### config.mk
export PLATFORM = sky130hd
export DESIGN_NAME = systolic_conv_engine
export DESIGN_NICKNAME = d
export VERILOG_FILES = /design/src/rtl/systolic_conv_engine.sv
export SDC_FILE = /design/constraint.sdc
export NUM_CORES = 2
export LEC_CHECK = 0
export CAP_MARGIN = 20
export CORE_UTILIZATION = 35
export CTS_CLUSTER_DIAMETER = 40
export DETAILED_ROUTE_END_ITERATION = 6
export GPL_TIMING_DRIVEN = 0
export SYNTH_ARGS = -nofsm -noshare
export SYNTH_HDL_FRONTEND = slang
export SYNTH_SLANG_ARGS = --single-unit
### constraint.sdc
create_clock -name clk -period 10.57 [get_ports clk]
set_input_delay 2.114 -clock clk [delete_from_list [all_inputs] [get_ports clk]]
set_output_delay 2.114 -clock clk [all_outputs]
set_load 0.01 [all_outputs]
### src/rtl/systolic_conv_engine.sv
// Tile convolution engine: OUT_N x OUT_N output-stationary MAC grid fed by a skewed operand
// wavefront, followed by shift/ReLU/saturation and a valid/ready row-major result stream.
module systolic_conv_engine #(
    parameter int DATA_W = 8,
    parameter int IMG_N  = 4,
    parameter int K      = 3,
    parameter int ACC_W  = 20,
    localparam int OUT_N  = IMG_N - K + 1,
    localparam int NPIX   = IMG_N * IMG_N,
    localparam int NOUT   = OUT_N * OUT_N,
    localparam int WA_W   = $clog2(NPIX),
    localparam int OIDX_W = (NOUT > 1) ? $clog2(NOUT) : 1,
    localparam int SH_W   = $clog2(ACC_W)
) (
    input  logic              clk,
    input  logic              rst_n,
    input  logic              wr_en,
    input  logic              wr_sel,
    input  logic [WA_W-1:0]   wr_addr,
    input  logic [DATA_W-1:0] wr_data,
    input  logic              start,
    input  logic              signed_mode,
    input  logic              relu_en,
    input  logic [SH_W-1:0]   shift,
    output logic              busy,
    output logic              out_valid,
    input  logic              out_ready,
    output logic [DATA_W-1:0] out_data,
    output logic [OIDX_W-1:0] out_idx,
    output logic              done
);
    localparam int KK      = K * K;
    localparam int RUN_CYC = KK + 2 * (OUT_N - 1) + 1;
    localparam int CYC_W   = $clog2(RUN_CYC);
    localparam logic signed [ACC_W-1:0] S_MAX = ACC_W'((2 ** (DATA_W - 1)) - 1);
    localparam logic signed [ACC_W-1:0] S_MIN = ACC_W'(-(2 ** (DATA_W - 1)));
    localparam logic [ACC_W-1:0]        U_MAX = ACC_W'((2 ** DATA_W) - 1);

    typedef enum logic [1:0] {S_IDLE, S_RUN, S_DRAIN} state_t;

    state_t            state_q, state_d;
    logic [CYC_W-1:0]  cyc_q, cyc_d;
    logic [OIDX_W-1:0] idx_q, idx_d;
    logic              done_q, done_d;
    logic              sm_q, sm_d;
    logic              relu_q, relu_d;
    logic [SH_W-1:0]   shift_q, shift_d;

    logic [DATA_W-1:0] img_mem_q [NPIX];
    logic [DATA_W-1:0] ker_mem_q [NPIX];
    logic [ACC_W-1:0]  acc_arr    [NOUT];
    logic [DATA_W-1:0] ker_op_arr [NOUT];

    logic img_we, ker_we;

    always_comb begin
        state_d = state_q;
        cyc_d   = cyc_q;
        idx_d   = idx_q;
        done_d  = 1'b0;
        sm_d    = sm_q;
        relu_d  = relu_q;
        shift_d = shift_q;
        case (state_q)
            S_IDLE: begin
                if (start) begin
                    state_d = S_RUN;
                    cyc_d   = '0;
                    sm_d    = signed_mode;
                    relu_d  = relu_en;
                    shift_d = shift;
                end
            end
            S_RUN: begin
                if (cyc_q == CYC_W'(RUN_CYC - 1)) begin
                    state_d = S_DRAIN;
                    cyc_d   = '0;
                    idx_d   = '0;
                end else begin
                    cyc_d = cyc_q + 1'b1;
                end
            end
            S_DRAIN: begin
                if (out_ready) begin
                    if (idx_q == OIDX_W'(NOUT - 1)) begin
                        state_d = S_IDLE;
                        idx_d   = '0;
                        done_d  = 1'b1;
                    end else begin
                        idx_d = idx_q + 1'b1;
                    end
                end
            end
            default: state_d = S_IDLE;
        endcase
    end

    always_ff @(posedge clk or negedge rst_n) begin
        if (!rst_n) begin
            state_q <= S_IDLE;
            cyc_q   <= '0;
            idx_q   <= '0;
            done_q  <= 1'b0;
            sm_q    <= 1'b0;
            relu_q  <= 1'b0;
            shift_q <= '0;
        end else begin
            state_q <= state_d;
            cyc_q   <= cyc_d;
            idx_q   <= idx_d;
            done_q  <= done_d;
            sm_q    <= sm_d;
            relu_q  <= relu_d;
            shift_q <= shift_d;
        end
    end

    // Only the first K*K kernel slots are ever read; writes beyond them are dropped.
    assign img_we = (state_q == S_IDLE) && wr_en && !wr_sel && (int'(wr_addr) < NPIX);
    assign ker_we = (state_q == S_IDLE) && wr_en &&  wr_sel && (int'(wr_addr) < KK);

    always_ff @(posedge clk or negedge rst_n) begin
        if (!rst_n) begin
            for (int i = 0; i < NPIX; i++) begin
                img_mem_q[i] <= '0;
                ker_mem_q[i] <= '0;
            end
        end else begin
            if (img_we) img_mem_q[wr_addr] <= wr_data;
            if (ker_we) ker_mem_q[wr_addr] <= wr_data;
        end
    end

    for (genvar gi = 0; gi < NOUT; gi++) begin : g_pe
        localparam int PR = gi / OUT_N;
        localparam int PC = gi % OUT_N;

        logic [DATA_W-1:0]          img_op_q, img_op_d, ker_op_q, ker_op_d, ker_in;
        logic [ACC_W-1:0]           acc_q, acc_d;
        logic signed [DATA_W:0]     img_ext, ker_ext;
        logic signed [2*DATA_W+1:0] prod;
        logic signed [ACC_W-1:0]    prod_ext;
        int                         tap;

        // Kernel taps enter the top row and step down one PE per cycle; lower rows
        // simply take their upper neighbour's operand register.
        if (PR == 0) begin : g_top
            always_comb begin
                ker_in = '0;
                if (tap >= 0 && tap < KK) ker_in = ker_mem_q[WA_W'(tap)];
            end
        end else begin : g_below
            assign ker_in = ker_op_arr[gi - OUT_N];
        end

        // Horizontal neighbours need different pixels for the same tap, so each PE
        // fetches its own image operand on the skewed schedule.
        always_comb begin
            tap      = int'(cyc_q) - PR - PC;
            img_op_d = '0;
            ker_op_d = '0;
            if (state_q == S_RUN) begin
                ker_op_d = ker_in;
                if (tap >= 0 && tap < KK)
                    img_op_d = img_mem_q[WA_W'((PR + tap / K) * IMG_N + PC + tap % K)];
            end
        end

        assign img_ext  = {sm_q & img_op_q[DATA_W-1], img_op_q};
        assign ker_ext  = {sm_q & ker_op_q[DATA_W-1], ker_op_q};
        assign prod     = img_ext * ker_ext;
        assign prod_ext = ACC_W'(prod);

        always_comb begin
            acc_d = acc_q;
            if (state_q == S_IDLE && start) acc_d = '0;
            else if (state_q == S_RUN)      acc_d = acc_q + prod_ext;
        end

        always_ff @(posedge clk or negedge rst_n) begin
            if (!rst_n) begin
                img_op_q <= '0;
                ker_op_q <= '0;
                acc_q    <= '0;
            end else begin
                img_op_q <= img_op_d;
                ker_op_q <= ker_op_d;
                acc_q    <= acc_d;
            end
        end

        assign acc_arr[gi]    = acc_q;
        assign ker_op_arr[gi] = ker_op_q;
    end

    logic [ACC_W-1:0]  acc_sel, shifted;
    logic [DATA_W-1:0] result;

    always_comb begin
        acc_sel = '0;
        for (int i = 0; i < NOUT; i++)
            if (idx_q == OIDX_W'(i)) acc_sel = acc_arr[i];
        if (sm_q) shifted = $signed(acc_sel) >>> shift_q;
        else      shifted = acc_sel >> shift_q;
        if (relu_q && sm_q && shifted[ACC_W-1]) shifted = '0;
        result = shifted[DATA_W-1:0];
        if (sm_q) begin
            if ($signed(shifted) > S_MAX)      result = {1'b0, {(DATA_W-1){1'b1}}};
            else if ($signed(shifted) < S_MIN) result = {1'b1, {(DATA_W-1){1'b0}}};
        end else if (shifted > U_MAX) begin
            result = '1;
        end
    end

    assign busy      = (state_q != S_IDLE);
    assign out_valid = (state_q == S_DRAIN);
    assign out_data  = (state_q == S_DRAIN) ? result : '0;
    assign out_idx   = idx_q;
    assign done      = done_q;

endmodule

==> results.md <==
- I/O pin total: 38
- DRT iter0 DRCs: ~2600
- Root Buffer: clkbuf_16
- Final WS setup: between 0.5 and 0.6 ns
- Final Hold Viols: 0
- GRT met1 Usage: 29.6%
- Post-synth EDFFs: 0
- Final WL: 126 mm
- Top_reg_cell synth: dfrtp_1
- Largest delay contributor family on the critical path: buffers and inverters
- CP Launch Type: flop
- Crit Path Max Fanout: 14
- Critical path class: reg -> reg
- Data arrival time of the critical path: 10.50 ns
- M2 GR Usage: 33.4%
- Die area: 117000 um2
- Max-slew violation count: 0
- Slew Limit Headroom: 22.9%
- Initial Utilization: 35.4%
- Synth Cell Area: 40600 um2
- Router iterations before antenna repair: 7
- Hpwl dp: 96.4 mm
- Post-Syn Nets: 4570
- Unrepaired setup endpoints after global routing: false
- Vias per cell: 5.59
- Fillers: 11117
- Area leader, netlist: dfrtp_1
- Largest net degree at the start of global routing: 115
- Grt ovf: 0
- Commonest non-fill, non-tap cell in the layout: dfrtp_1
- Grt met3 use: 4.68%
- Gate Count Post-Synth: approximately 4000
- Worst Skew: 0.0655 ns
- DRC errors left: 6
- H-tree depth: 3
- Synth unique cells: 98
- Failing checks: DRC
- Worst Path Buf+Inv: 10
- Share of layout cells above drive strength 1: 16.7%
- Core footprint: about 110000 um2
- Seq/Total Area, Yosys: 25.7%
- Area taken by multi-input logic gates: 27600 um2
- Buffers on Ports: 35
- Fin crit period: 10.01 ns
- Clock sink count: 416
- Top post-synthesis cells by area: dfrtp_1 26%, fa_1 14%, mux4_2 9.2%, mux2_2 8.1%, ha_1 8.0%
- Worst hold-check path type: reg -> reg
- Syn. warnings: 0
- Area Overhead vs Synth: 12.9%
- Worst slew pin tran: 1.15 ns
- Post-route clock period utilization: 94.7%
- Register area: 10400 um2
- Critical path's most frequent cell: ha_1
- ANT nets after route: 0
- Place WS: -0.720 ns
- Cts bufs inserted: 78
- Max Fclk: around 100 MHz
- Status: finished with violations
- Initial antenna violation count: 5
- Avg WL per Cell: 22.0 um
- Via count: around 32000
- Hold_buf cts: 0
- Vias in the first global route: 32124
- Final setup vio count: 0
- Worst hold slack: 0.445 ns
- CTS tree: built
- Die height: approximately 340 um
- # nets final: 4695
- Worst-path clk slew: 0.05 ns
- Crit path capture type: flop
- Worst-Skew Late Latency: roughly 0.66 ns
- Setup bufs post-CTS: 0
- Num rows: 124
- Ys async rst share: 100%
- CTS Buffer Depth: 3
- Most frequent cells in the layout: 416 x dfrtp_1, 382 x inv_1, 331 x nand2_1
- Max incr delay on CP: approximately 0.59 ns
- Die X: 342 um
- GRT Max-Usage Layer: met2
- Yosys top cell area share: 25.7%
- Mapped Avg Cell Area: 10.1 um2
- Register bit count reported by yosys: 416
- Gpl congestion: 0.993
- GR Util All Layers: 21.6%
- Max-Cap Viols: 0
- Worst path slowest cell: dfrtp_1
- First-pass GRT wire length: between 150 and 200 mm
- Setup TNS: 0 ns
- CP required: 11.06 ns
- R2r setup slk: 0.56 ns
==> cells in the mapped netlist, types with 20 or more instances <==
master,n
nor2_1,155
and3_1,32
a211oi_1,48
xor2_1,30
a21o_1,28
mux2_2,292
a21oi_1,128
and2_1,141
nand2b_1,50
nand3_1,103
fa_1,284
mux4_2,165
a31oi_1,28
mux2i_1,65
dfrtp_1,416
inv_1,382
o31ai_1,29
nor3_1,66
ha_1,258
buf_1,20
nand2_1,332
o211ai_1,23
or3_1,20
xnor2_1,103
buf_2,25
clkbuf_1,228
nor2b_1,55
o22ai_1,55
nand3b_1,23
o21ai_0,137
==> layout make-up <==
class                      count  area share [%]
sequential                   416            22.7
clock inverter                50            1.60
tap                         1512            4.13
timing repair buffer          45            1.11
clock buffer                  93            4.52
buffer                       281            2.46
multi-input combinational   2913            60.2
antenna                        1         0.00546
inverter                     393            3.23
==> final timing paths <==
kind	start	to	cells after the start
min	ker_mem_q[17]	ker_mem_q[17]	1
min in group asynchronous	rst_n	img_mem_q[34]	1
min reg2reg	ker_mem_q[17]	ker_mem_q[17]	1
max reg2reg	cyc_q[0]	g_pe[3].img_op_q[5]	34
max	cyc_q[0]	g_pe[3].img_op_q[5]	34
max in group asynchronous	rst_n	g_pe[3].ker_op_q[7]	3
==> layer usage <==
layer | wire [um] | part of all wire [%]
met5 | 12 | 0.0096
met2 | 56400 | 45
met3 | 9320 | 7.4
met4 | 4780 | 3.8
met1 | 55100 | 44
==> sequential cells by signal (all words and copies together) (netlist names) <==
register / count
g_pe.img_op_q: 32
ker_mem_q: 128
img_mem_q: 128
shift_q: 5
state_q: 2
out_idx: 2
relu_q: 1
done: 1
cyc_q: 4
g_pe.acc_q: 80
g_pe.ker_op_q: 32
sm_q: 1
==> through the flow <==
step / utilization [%] / area (um2) / std cells
after floorplan: - / 40600 / 4003
after global placement: 37.3 / 42800 / 5550
after detailed placement: 37.4 / 42900 / 5557
after CTS: 39.9 / 45800 / 5700
after global routing: 39.9 / 45800 / 5703
final: 39.9 / 45800 / 5704
==> cells by family after synthesis <==
| kind of cell | count (synthesis) | share of synthesized area, % |
|---|---|---|
| xor+xnor | 139 | 3.17 |
| fa+ha+maj | 543 | 22.0 |
| buf+inv | 674 | 6.40 |
| simple gates | 1048 | 12.9 |
| mux | 522 | 18.9 |
| flops | 416 | 25.7 |
| compound gates | 661 | 11.0 |
==> timing repair <==
| item | 4_1_cts | 5_1_grt |
|---|---|---|
| gates cloned | 0 | 0 |
| gates resized for setup | 8 | 10 |
| setup endpoints to repair | 8 | 8 |
Power is not shown: default switching activity piles up to over one toggle a cycle in this logic, so the estimate is an artifact.
